--- config.mk ---
export PLATFORM = sky130hd
export DESIGN_NAME = router_in_arb_flat
export DESIGN_NICKNAME = d
export VERILOG_FILES = /design/src/rtl/router_pkg.sv /design/src/rtl/router_in_arb_if.sv /design/src/rtl/router_rr_arb3.sv /design/src/rtl/router_in_arb.sv /design/src/flat_wrapper.sv
export SDC_FILE = /design/constraint.sdc
export NUM_CORES = 1
export LEC_CHECK = 0
export CAP_MARGIN = 0
export CORE_ASPECT_RATIO = 0.75
export CORE_MARGIN = 4
export CORE_UTILIZATION = 50
export CTS_CLUSTER_DIAMETER = 200
export CTS_CLUSTER_SIZE = 8
export DETAILED_ROUTE_END_ITERATION = 8
export PLACE_DENSITY = 0.85
export SETUP_SLACK_MARGIN = 0.4
export SYNTH_ARGS = -nofsm -noshare
export SYNTH_HDL_FRONTEND = slang
export SYNTH_SLANG_ARGS = --single-unit
--- constraint.sdc ---
create_clock -name clock -period 2.9 [get_ports clock]
set_input_delay 0.725 -clock clock [delete_from_list [all_inputs] [get_ports clock]]
set_output_delay 0.725 -clock clock [all_outputs]
set_load 0.05 [all_outputs]
--- src/rtl/router_pkg.sv ---
// Shared types and header field layout for the router input arbiter.
package router_pkg;

    localparam int         LEN_W        = 6;
    localparam logic [1:0] ADDR_INVALID = 2'b11;
    localparam int         HDR_LEN_MSB  = 7;
    localparam int         HDR_LEN_LSB  = 2;
    localparam int         HDR_ADDR_MSB = 1;
    localparam int         HDR_ADDR_LSB = 0;

    typedef enum logic [2:0] {
        IDLE,
        HDR,
        PLD,
        PAR,
        DROP,
        GAP
    } state_t;

    function automatic logic [LEN_W-1:0] hdr_len(input logic [7:0] hdr);
        return hdr[HDR_LEN_MSB:HDR_LEN_LSB];
    endfunction

    function automatic logic [1:0] hdr_addr(input logic [7:0] hdr);
        return hdr[HDR_ADDR_MSB:HDR_ADDR_LSB];
    endfunction

endpackage

--- src/rtl/router_in_arb_if.sv ---
// Source-side and router-side signals of the input arbiter.
// A source byte moves when ack_i is high at a rising edge; the source then presents the next byte.
interface router_in_arb_if;
    logic       req_0, req_1, req_2;
    logic [7:0] src_data_0, src_data_1, src_data_2;
    logic       gnt_0, gnt_1, gnt_2;
    logic       ack_0, ack_1, ack_2;
    logic       rtr_busy;
    logic [7:0] rtr_data;
    logic       rtr_pkt_valid;
    logic       drop_pulse;
    logic       abort_pulse;

    modport slave (
        input  req_0, req_1, req_2, src_data_0, src_data_1, src_data_2, rtr_busy,
        output gnt_0, gnt_1, gnt_2, ack_0, ack_1, ack_2,
               rtr_data, rtr_pkt_valid, drop_pulse, abort_pulse
    );

    modport master (
        output req_0, req_1, req_2, src_data_0, src_data_1, src_data_2, rtr_busy,
        input  gnt_0, gnt_1, gnt_2, ack_0, ack_1, ack_2,
               rtr_data, rtr_pkt_valid, drop_pulse, abort_pulse
    );
endinterface

--- src/rtl/router_rr_arb3.sv ---
// Three-way round-robin pick: search starts one past the previous winner.
module router_rr_arb3 (
    input  logic [2:0] req,
    input  logic [1:0] last_winner,
    output logic [2:0] winner,
    output logic [1:0] winner_idx
);

    logic [1:0] first, second, third;

    always_comb begin
        case (last_winner)
            2'd0:    begin first = 2'd1; second = 2'd2; third = 2'd0; end
            2'd1:    begin first = 2'd2; second = 2'd0; third = 2'd1; end
            default: begin first = 2'd0; second = 2'd1; third = 2'd2; end
        endcase
    end

    always_comb begin
        winner     = 3'b000;
        winner_idx = last_winner;
        if (req[first]) begin
            winner     = 3'b001 << first;
            winner_idx = first;
        end else if (req[second]) begin
            winner     = 3'b001 << second;
            winner_idx = second;
        end else if (req[third]) begin
            winner     = 3'b001 << third;
            winner_idx = third;
        end
    end

endmodule

--- src/rtl/router_in_arb.sv ---
// Arbitrates three packet sources onto one router input, draining address-3
// packets and padding out packets whose source withdraws mid-flight.
module router_in_arb
    import router_pkg::*;
#(
    parameter int IDLE_GAP = 2
) (
    input  logic           clock,
    input  logic           resetn,
    router_in_arb_if.slave bus,
    output state_t         state_dbg
);

    localparam logic [3:0] GAP_LOAD = 4'(IDLE_GAP - 1);

    state_t           state_q, state_d;
    logic [2:0]       gnt_q, gnt_d;
    logic [1:0]       last_q, last_d;
    logic [LEN_W-1:0] count_q, count_d;
    logic [LEN_W:0]   drop_q, drop_d;
    logic [3:0]       gap_q, gap_d;
    logic             abort_q, abort_d;

    logic [2:0] req_v, winner, ack_v;
    logic [1:0] winner_idx;
    logic [7:0] src_gnt, win_data, data_d;
    logic       req_gnt, in_pkt, abort_now, accept, valid_d, drop_p, abort_p;

    assign req_v = {bus.req_2, bus.req_1, bus.req_0};

    router_rr_arb3 u_rr (
        .req        (req_v),
        .last_winner(last_q),
        .winner     (winner),
        .winner_idx (winner_idx)
    );

    always_comb begin
        src_gnt = 8'h00;
        if (gnt_q[0])      src_gnt = bus.src_data_0;
        else if (gnt_q[1]) src_gnt = bus.src_data_1;
        else if (gnt_q[2]) src_gnt = bus.src_data_2;
        win_data = 8'h00;
        if (winner[0])      win_data = bus.src_data_0;
        else if (winner[1]) win_data = bus.src_data_1;
        else if (winner[2]) win_data = bus.src_data_2;
    end

    assign req_gnt   = |(gnt_q & req_v);
    assign in_pkt    = (state_q == HDR) || (state_q == PLD) || (state_q == PAR);
    assign abort_now = in_pkt && (abort_q || !req_gnt);
    assign accept    = (in_pkt && !bus.rtr_busy) || (state_q == DROP);
    assign ack_v     = gnt_q & {3{accept && !abort_now}};

    always_comb begin
        state_d = state_q;
        gnt_d   = gnt_q;
        last_d  = last_q;
        count_d = count_q;
        drop_d  = drop_q;
        gap_d   = gap_q;
        abort_d = abort_q;
        data_d  = 8'h00;
        valid_d = 1'b0;
        drop_p  = 1'b0;
        abort_p = in_pkt && !abort_q && !req_gnt;
        case (state_q)
            IDLE: begin
                if (|req_v) begin
                    // Header is held by the source until acked, so the length can be taken at grant.
                    gnt_d   = winner;
                    last_d  = winner_idx;
                    count_d = hdr_len(win_data);
                    drop_d  = {1'b0, hdr_len(win_data)} + (LEN_W+1)'(2);
                    abort_d = 1'b0;
                    state_d = (hdr_addr(win_data) == ADDR_INVALID) ? DROP : HDR;
                end
            end
            HDR: begin
                valid_d = 1'b1;
                data_d  = abort_now ? 8'h00 : src_gnt;
                if (accept) state_d = (count_q == '0) ? PAR : PLD;
            end
            PLD: begin
                valid_d = 1'b1;
                data_d  = abort_now ? 8'h00 : src_gnt;
                if (accept) begin
                    count_d = count_q - LEN_W'(1);
                    if (count_q == LEN_W'(1)) state_d = PAR;
                end
            end
            PAR: begin
                data_d = abort_now ? 8'h00 : src_gnt;
                if (accept) begin
                    state_d = GAP;
                    gnt_d   = 3'b000;
                    gap_d   = GAP_LOAD;
                end
            end
            DROP: begin
                if (drop_q == (LEN_W+1)'(1)) begin
                    drop_p  = 1'b1;
                    state_d = GAP;
                    gnt_d   = 3'b000;
                    gap_d   = GAP_LOAD;
                end else begin
                    drop_d = drop_q - (LEN_W+1)'(1);
                end
            end
            GAP: begin
                if (gap_q == 4'd0) state_d = IDLE;
                else               gap_d   = gap_q - 4'd1;
            end
            default: state_d = IDLE;
        endcase
        if (abort_p) abort_d = 1'b1;
    end

    always_ff @(posedge clock or negedge resetn) begin
        if (!resetn) begin
            state_q <= IDLE;
            gnt_q   <= 3'b000;
            last_q  <= 2'd2;
            count_q <= '0;
            drop_q  <= '0;
            gap_q   <= 4'd0;
            abort_q <= 1'b0;
        end else begin
            state_q <= state_d;
            gnt_q   <= gnt_d;
            last_q  <= last_d;
            count_q <= count_d;
            drop_q  <= drop_d;
            gap_q   <= gap_d;
            abort_q <= abort_d;
        end
    end

    assign {bus.gnt_2, bus.gnt_1, bus.gnt_0} = gnt_q;
    assign {bus.ack_2, bus.ack_1, bus.ack_0} = ack_v;
    assign bus.rtr_data      = data_d;
    assign bus.rtr_pkt_valid = valid_d;
    assign bus.drop_pulse    = drop_p;
    assign bus.abort_pulse   = abort_p;
    assign state_dbg         = state_q;

endmodule

--- src/flat_wrapper.sv ---
// flat-port wrapper written by rule: the top's interface ports become plain ports
module router_in_arb_flat import router_pkg::*;
#(
    parameter int IDLE_GAP = 2
)
  (clock, resetn, state_dbg, bus_req_0, bus_req_1, bus_req_2, bus_src_data_0, bus_src_data_1, bus_src_data_2, bus_rtr_busy, bus_gnt_0, bus_gnt_1, bus_gnt_2, bus_ack_0, bus_ack_1, bus_ack_2, bus_rtr_data, bus_rtr_pkt_valid, bus_drop_pulse, bus_abort_pulse);
  router_in_arb_if bus_i ();
  input  logic clock;
  input  logic resetn;
  output state_t state_dbg;
  input wire logic [$bits(bus_i.req_0)-1:0] bus_req_0;
  input wire logic [$bits(bus_i.req_1)-1:0] bus_req_1;
  input wire logic [$bits(bus_i.req_2)-1:0] bus_req_2;
  input wire logic [$bits(bus_i.src_data_0)-1:0] bus_src_data_0;
  input wire logic [$bits(bus_i.src_data_1)-1:0] bus_src_data_1;
  input wire logic [$bits(bus_i.src_data_2)-1:0] bus_src_data_2;
  input wire logic [$bits(bus_i.rtr_busy)-1:0] bus_rtr_busy;
  output wire logic [$bits(bus_i.gnt_0)-1:0] bus_gnt_0;
  output wire logic [$bits(bus_i.gnt_1)-1:0] bus_gnt_1;
  output wire logic [$bits(bus_i.gnt_2)-1:0] bus_gnt_2;
  output wire logic [$bits(bus_i.ack_0)-1:0] bus_ack_0;
  output wire logic [$bits(bus_i.ack_1)-1:0] bus_ack_1;
  output wire logic [$bits(bus_i.ack_2)-1:0] bus_ack_2;
  output wire logic [$bits(bus_i.rtr_data)-1:0] bus_rtr_data;
  output wire logic [$bits(bus_i.rtr_pkt_valid)-1:0] bus_rtr_pkt_valid;
  output wire logic [$bits(bus_i.drop_pulse)-1:0] bus_drop_pulse;
  output wire logic [$bits(bus_i.abort_pulse)-1:0] bus_abort_pulse;
  assign bus_i.req_0 = bus_req_0;
  assign bus_i.req_1 = bus_req_1;
  assign bus_i.req_2 = bus_req_2;
  assign bus_i.src_data_0 = bus_src_data_0;
  assign bus_i.src_data_1 = bus_src_data_1;
  assign bus_i.src_data_2 = bus_src_data_2;
  assign bus_i.rtr_busy = bus_rtr_busy;
  assign bus_gnt_0 = bus_i.gnt_0;
  assign bus_gnt_1 = bus_i.gnt_1;
  assign bus_gnt_2 = bus_i.gnt_2;
  assign bus_ack_0 = bus_i.ack_0;
  assign bus_ack_1 = bus_i.ack_1;
  assign bus_ack_2 = bus_i.ack_2;
  assign bus_rtr_data = bus_i.rtr_data;
  assign bus_rtr_pkt_valid = bus_i.rtr_pkt_valid;
  assign bus_drop_pulse = bus_i.drop_pulse;
  assign bus_abort_pulse = bus_i.abort_pulse;
  router_in_arb #(.IDLE_GAP(IDLE_GAP)) u_core (.clock(clock), .resetn(resetn), .bus(bus_i), .state_dbg(state_dbg));
endmodule
After elaboration in Yosys (flattened, before gate mapping)
Index checks and enable logic that the tools add are counted.
{"block": "totals", "latchBits": 0, "mem_bits_rw": 0, "register_bits": 26, "out_inout_bits": 20, "in_bits": 30, "mem_count": 0, "elab_cells": 125, "rom_bits": 0}
{"block": "classes", "shifts": 3, "n_reduce_logical": 35, "n_div": 0, "magnitude_cmp": 3, "bitwise": 2, "n_mux": 53, "mul": 0, "add_sub_neg": 4, "eq_ne": 18}
{"operator": "$mux W8", "n": 8}
{"operator": "$mux W3", "n": 14}
{"operator": "$pmux W3 S6", "n": 1}
{"operator": "$mux W7", "n": 2}
{"operator": "$pmux W7 S2", "n": 1}
{"operator": "$mux W4", "n": 3}
{"operator": "$mux W6", "n": 2}
{"operator": "$pmux W2 S2", "n": 3}
{"operator": "$pmux W4 S3", "n": 1}
{"operator": "$pmux W6 S2", "n": 1}
{"operator": "$mux W1", "n": 10}
{"operator": "$ne A2 B1 Y1 const B", "n": 5}
{"operator": "$lt A2 B3 Y1 const B", "n": 3}
{"operator": "$pmux W3 S3", "n": 1}
{"operator": "$reduce_and A3 Y1", "n": 3}
{"operator": "$reduce_bool A3 Y1", "n": 3}
{"operator": "$reduce_or A3 Y1", "n": 3}
{"operator": "$shl A1 B2 Y3 const A", "n": 3}
{"operator": "$ne A2 B2 Y1 const B", "n": 4}
{"operator": "$reduce_and A4 Y1", "n": 2}
{"operator": "$reduce_bool A2 Y1", "n": 4}
{"operator": "$add A6 B2 Y7 const B", "n": 1}
{"operator": "$eq A7 B1 Y1 const B", "n": 1}
{"operator": "$reduce_and A7 Y1", "n": 1}
{"operator": "21 further kinds", "n": 38}

Logic depth before layout (Yosys ltp)
{"block": "logic_depth", "word_depth": 14, "depth_mapped": 8, "depth_no_buf": 8}

Cells and area by module
From an unflattened synthesis, not the netlist that was laid out.
{"block": "hier_totals", "cells_unflattened": 276, "area_unflattened_um2": 2177.1}
{"mod": "router_in_arb", "seq_area_each_um2": 651.9, "area_per_inst_um2": 2078.2, "cells_per_inst": 260, "n_inst": 1}
{"mod": "router_rr_arb3", "seq_area_each_um2": 0.0, "area_per_inst_um2": 98.8, "cells_per_inst": 16, "n_inst": 1}

Worst setup path after synthesis
No wires, ideal clock.
{"block": "synth_timing", "kind": "input to output", "start": "in bus_req_0", "end": "out bus_abort_pulse", "cell_stages": 3, "arrival_time_ns": 2.937, "required_time_ns": 2.175, "setup_slack_ns": -0.762, "n_path_buf": 1, "path_cell_list": "buf_2 a222oi_1 nor4b_1"}
{"block": "synth_via", "elab_chain_cells": 4}
{"item": "from (decl)", "line": "flat_wrapper.sv:11", "text": "input wire logic [$bits(bus_i.req_0)-1:0] bus_req_0;"}
{"item": "$and A3 B3 Y3", "line": "router_in_arb.sv:49", "text": "assign req_gnt = |(gnt_q & req_v);"}
{"item": "$reduce_or A3 Y1", "line": "router_in_arb.sv:49"}
{"item": "$logic_not A1 Y1", "line": "router_in_arb.sv:66", "text": "abort_p = in_pkt && !abort_q && !req_gnt;"}
{"item": "$logic_and A1 B1 Y1", "line": "router_in_arb.sv:66"}
{"item": "to (decl)", "line": "flat_wrapper.sv:27", "text": "output wire logic [$bits(bus_i.abort_pulse)-1:0] bus_abort_pulse;"}
No other way between the ends.

Worst setup path in the final report
Same ends and word-level chain as after synthesis.

==> flow_summary.html <==
<table>
<tr><th>Metric</th><th>Value</th></tr>
<tr><th colspan="2">Run status</th></tr>
<tr><td>Status</td><td>finished, final reports clean</td></tr>
<tr><th colspan="2">Floorplanning</th></tr>
<tr><td>Die Wd</td><td>82.8 µm</td></tr>
<tr><td>Die outline area</td><td>0.00530 mm²</td></tr>
<tr><td>Initial standard-cell utilization of the core</td><td>0.517</td></tr>
<tr><td>Number of cell rows</td><td>20</td></tr>
<tr><td>Core Region</td><td>between 0.004 and 0.005 mm²</td></tr>
<tr><td>DIE HEIGHT</td><td>roughly 64 µm</td></tr>
<tr><td>Top-level port count</td><td>50</td></tr>
<tr><th colspan="2">Routing</th></tr>
<tr><td>Wirelength per Cell</td><td>~17 µm</td></tr>
<tr><td>Number of DRC violations after detailed routing</td><td>0</td></tr>
<tr><td>Violation count after the first detailed-routing iteration</td><td>250</td></tr>
<tr><td>Post-route ant nets</td><td>0</td></tr>
<tr><td>Iteration count of the initial detailed-routing pass</td><td>5</td></tr>
<tr><td>Total via count after detailed routing</td><td>2402</td></tr>
<tr><td>Vias per std cell</td><td>6.05</td></tr>
<tr><td>Wire length reported by the detailed router</td><td>6.88 mm</td></tr>
<tr><th colspan="2">STA</th></tr>
<tr><td>Fin. max-slew vios</td><td>0</td></tr>
<tr><td>Smallest hold slack</td><td>0.513 ns</td></tr>
<tr><td>Clock Skews</td><td>0.00428 ns</td></tr>
<tr><td>Transition at the pin with the smallest max-transition slack</td><td>0.720 ns</td></tr>
<tr><td>Tmin final</td><td>2.65 ns</td></tr>
<tr><td>Max Freq</td><td>377 MHz</td></tr>
<tr><td>Final worst-path cycle share</td><td>0.914</td></tr>
<tr><td>RSZ-0062 raised after global routing</td><td>yes</td></tr>
<tr><td>Hold Fails Final Rpt</td><td>0</td></tr>
<tr><td>Normalized max-slew margin</td><td>0.519</td></tr>
<tr><td>Total setup violations reported at the end of the flow</td><td>0</td></tr>
<tr><th colspan="2">Clock network</th></tr>
<tr><td>CTS clock-pin slew for the worst setup and hold paths</td><td>0.09 ns</td></tr>
<tr><td>Clock tree root driver cell</td><td>sky130_fd_sc_hd__clkbuf_8</td></tr>
<tr><td>Post-cts hold buffer count</td><td>0</td></tr>
<tr><td>Number of levels in the clock H-tree</td><td>1</td></tr>
<tr><td>Clock buffer depth</td><td>2</td></tr>
<tr><td>Clock latency on the worst-skew pair</td><td>0.28 ns</td></tr>
<tr><td>Number of CTS-inserted buffers</td><td>3</td></tr>
<tr><td>Number of clock sinks seen by CTS</td><td>26</td></tr>
<tr><td>CTS tree</td><td>yes</td></tr>
<tr><th colspan="2">Final layout</th></tr>
<tr><td>Area growth from synthesis to final layout</td><td>52.3%</td></tr>
<tr><td>Antenna Diode Count</td><td>0</td></tr>
<tr><td>Final layout net count</td><td>between 300 and 400</td></tr>
<tr><td>Post-route non-filler standard cell count</td><td>397</td></tr>
<tr><td>Final-layout fill cell count</td><td>about 260</td></tr>
<tr><td>Fraction of final layout cells with drive strength greater than 1</td><td>0.292</td></tr>
<tr><th colspan="2">Setup path</th></tr>
<tr><td>Crit-path cells</td><td>buf_6 -&gt; a222oi_1 -&gt; buf_4 -&gt; nor4b_4 -&gt; buf_12</td></tr>
<tr><td>Required time of the worst setup path</td><td>2.17 ns</td></tr>
<tr><td>Startpoint types</td><td>input port</td></tr>
<tr><td>Classification of the worst setup path</td><td>in2out</td></tr>
<tr><td>Launching element of the worst setup path</td><td>bus_req_0</td></tr>
<tr><td>Cell with the biggest individual delay on the critical path</td><td>sky130_fd_sc_hd__a222oi_1</td></tr>
<tr><td>Worst Path Arrival</td><td>roughly 1.9 ns</td></tr>
<tr><td>Reg2Reg Setup Slack</td><td>0.52 ns</td></tr>
<tr><td>Endpoint class of the critical path</td><td>output pin</td></tr>
<tr><td>Critical register-to-register path startpoint</td><td>u_core.state_dbg[2]$_DFFE_PN0P_</td></tr>
<tr><td>Slowest stage delay, CP</td><td>approximately 0.45 ns</td></tr>
<tr><td>Worst-path fanout max</td><td>2</td></tr>
<tr><th colspan="2">Placed design</th></tr>
<tr><td>Post-placement cell count</td><td>between 300 and 400</td></tr>
<tr><td>Quantity of I/O buffers inserted on ports</td><td>49</td></tr>
<tr><td>Post-DP HPWL</td><td>5.15 mm</td></tr>
<tr><td>Routability-driven placement congestion ratio</td><td>roughly 0.91</td></tr>
<tr><th colspan="2">Logic synthesis</th></tr>
<tr><td>Number of unique standard cell types used by synthesis</td><td>54</td></tr>
<tr><td>Synth Flop Type</td><td>sky130_fd_sc_hd__dfrtp_1</td></tr>
<tr><td>Net count of the mapped netlist</td><td>306</td></tr>
<tr><td>Synth area leader</td><td>sky130_fd_sc_hd__dfrtp_1</td></tr>
<tr><td>Number of enable-type register cells in the synthesized netlist</td><td>0</td></tr>
<tr><td>Synthesized area per cell</td><td>between 7 and 8 µm²</td></tr>
<tr><td>Portion of synthesized cell area occupied by the leading cell type</td><td>0.298</td></tr>
<tr><td>YS warnings</td><td>0</td></tr>
<tr><td>Mapped Area</td><td>0.00210 mm²</td></tr>
<tr><td>Top area cells in the synthesized netlist</td><td>sky130_fd_sc_hd__dfrtp_1 (30%), sky130_fd_sc_hd__nor2_1 (7.5%), sky130_fd_sc_hd__nand2_1 (5.4%)</td></tr>
<tr><td>Seq cells post-synth</td><td>26</td></tr>
<tr><td>Most used standard cell by instance count after synthesis</td><td>sky130_fd_sc_hd__nor2_1</td></tr>
<tr><td>Share of synthesized area occupied by flip-flops and latches</td><td>0.311</td></tr>
<tr><td>Fraction of registers with async set/reset</td><td>1.00</td></tr>
<tr><td>Most instantiated cells after synthesis</td><td>sky130_fd_sc_hd__nor2_1 (42), sky130_fd_sc_hd__nand2_1 (30), sky130_fd_sc_hd__dfrtp_1 (25)</td></tr>
<tr><td>Synthesized instance count</td><td>271</td></tr>
<tr><th colspan="2">Power and ir drop</th></tr>
<tr><td>Worst voltage drop across the vdd grid</td><td>0.691 mV</td></tr>
<tr><td>Total power divided by cell area</td><td>1020 mW/mm²</td></tr>
<tr><td>Internal power contribution</td><td>1630 µW</td></tr>
<tr><td>Logic pwr share</td><td>0.697</td></tr>
<tr><td>Leakage power of the design</td><td>around 0.0014 µW</td></tr>
<tr><td>Sw power</td><td>1630 µW</td></tr>
<tr><td>Switching share of total power</td><td>0.500</td></tr>
<tr><td>Fraction of power consumed by the clock network</td><td>0.074</td></tr>
<tr><td>Relative contribution of sequential cells to total power</td><td>0.230</td></tr>
<tr><th colspan="2">Worst hold path</th></tr>
<tr><td>Startpoint of the tightest hold check path</td><td>u_core.last_q[1]$_DFFE_PN1P_</td></tr>
<tr><td>Hold/Removal Path Class</td><td>reg2reg</td></tr>
<tr><th colspan="2">Global route</th></tr>
<tr><td>Overflow after GRT</td><td>0</td></tr>
<tr><td>Pin count of the biggest net entering global routing</td><td>27</td></tr>
<tr><td>Wire length of the first global-routing pass</td><td>10.7 mm</td></tr>
<tr><td>Initial antenna violation count</td><td>0</td></tr>
<tr><td>Global Route Usage Sum</td><td>0.262</td></tr>
<tr><td>Vias in the first global route</td><td>2169</td></tr>
<tr><th colspan="2">Job</th></tr>
<tr><td>Max-cap violation count</td><td>0</td></tr>
</table>
-- layout by cell type (no fill, tap or decap), types with 3 or more instances in the layout --
master	instances
sky130_fd_sc_hd__nor2_1	32
sky130_fd_sc_hd__buf_4	31
sky130_fd_sc_hd__nand2_1	30
sky130_fd_sc_hd__clkdlybuf4s50_1	27
sky130_fd_sc_hd__dfrtp_1	19
sky130_fd_sc_hd__o21ai_0	16
sky130_fd_sc_hd__buf_12	14
sky130_fd_sc_hd__a21oi_1	13
sky130_fd_sc_hd__nor3_1	12
sky130_fd_sc_hd__a22oi_1	10
sky130_fd_sc_hd__a21oi_2	8
sky130_fd_sc_hd__nor2_4	8
sky130_fd_sc_hd__inv_1	7
sky130_fd_sc_hd__dfrtp_2	6
sky130_fd_sc_hd__nor2b_1	5
sky130_fd_sc_hd__a22o_1	5
sky130_fd_sc_hd__ha_1	5
sky130_fd_sc_hd__a222oi_1	4
sky130_fd_sc_hd__nand3_1	4
sky130_fd_sc_hd__o22ai_1	4
sky130_fd_sc_hd__nand2b_1	4
sky130_fd_sc_hd__or3_1	4
sky130_fd_sc_hd__clkbuf_8	4
sky130_fd_sc_hd__dlymetal6s2s_1	4
sky130_fd_sc_hd__xnor2_1	3
sky130_fd_sc_hd__and2_4	3
sky130_fd_sc_hd__a31oi_1	3
sky130_fd_sc_hd__nor3b_1	3
sky130_fd_sc_hd__o211ai_1	3
sky130_fd_sc_hd__a21o_1	3
sky130_fd_sc_hd__a221o_1	3
sky130_fd_sc_hd__buf_6	3
-- metrics by stage --
| step | utilization | area [µm²] | TNS [ns] | total power [µW] | setup slack (ns) |
|---|---|---|---|---|---|
| 4_1_cts | 0.767 | 3110 | 0 | 3140 | 0.284 |
| 3_5_place_dp | 0.739 | 3000 | -2.94 | 2850 | -0.219 |
| 3_3_place_gp | 0.739 | 3000 | -2.08 | 2770 | -0.181 |
| 2_1_floorplan | - | 2230 | 0 | 2180 | 0.139 |
| 5_1_grt | 0.788 | 3190 | 0 | 3490 | 0.180 |
| 6_report | 0.788 | 3190 | 0 | 3260 | 0.250 |
-- cells by family after synthesis --
logic type | count (synthesis) | synth area share
buffers and inverters | 22 | 0.0453
xor gates and xnor gates | 5 | 0.0209
and+or+nand+nor | 123 | 0.284
DFF | 26 | 0.311
muxes | 1 | 0.00477
adders and majority gates | 5 | 0.0298
AOI/OAI and AO/OA | 89 | 0.304
-- per-layer routing --
layer / up-vias / track usage / part of all wire
met5: - / 0 / 0
met4: 0 / 0.0367 / 0.013
met3: 12 / 0.0408 / 0.078
met2: 123 / 0.439 / 0.49
met1: 1133 / 0.364 / 0.41
li1: 1134 / - / -
-- power groups by stage --
| stage | registers, µW | clock network, µW | logic [µW] |
|---|---|---|---|
| after detailed placement | 751 | 0 | 2090 |
| after global routing | 769 | 260 | 2460 |
| final | 748 | 239 | 2270 |
| after global placement | 744 | 0 | 2030 |
| after floorplan | 800 | 0 | 1380 |
| after CTS | 738 | 243 | 2160 |
-- path summary, 6_finish.rpt --
| check | end | depth (start not counted) |
|---|---|---|
| max reg2reg | u_core.drop_q[4]$_DFFE_PN0P_ | 7 |
| min in group asynchronous | u_core.drop_q[4]$_DFFE_PN0P_ | 2 |
| min reg2reg | u_core.last_q[1]$_DFFE_PN1P_ | 2 |
| min | u_core.last_q[1]$_DFFE_PN1P_ | 2 |
| max | bus_abort_pulse | 5 |
| max in group asynchronous | u_core.last_q[1]$_DFFE_PN1P_ | 2 |
-- flip-flops by register name (all words and copies together) (netlist names) --
signal,cells
u_core.abort_q,1
u_core.state_dbg,3
u_core.gap_q,4
u_core.gnt_q,3
u_core.last_q,2
u_core.drop_q,7
u_core.count_q,6
-- final cells by class --
class | instances | area (µm²) | area share
multi-input combinational | 223 | 1500 | 0.470
timing repair buffer | 81 | 881 | 0.276
sequential | 26 | 659 | 0.206
tap | 55 | 68.8 | 0.0215
clock buffer | 4 | 55.1 | 0.0172
inverter | 8 | 30.0 | 0.00940
-- worst max-delay path, delay by kind of cell --
| kind | cells | cell delay [ns] |
|---|---|---|
| buf+inv | 3 | 0.46 |
| simple gates | 1 | 0.28 |
| compound gates | 1 | 0.45 |
-- timing repair --
action                                 in CTS  in global routing
setup buffers                               3                  6
endpoints found under the hold margin       0                  0
pin swaps                                   5                 13
setup endpoints to repair                  23                 18
cloned                                      0                  0
resized for setup                          29                 15
Note: power is estimated with default switching activity, not from simulation.
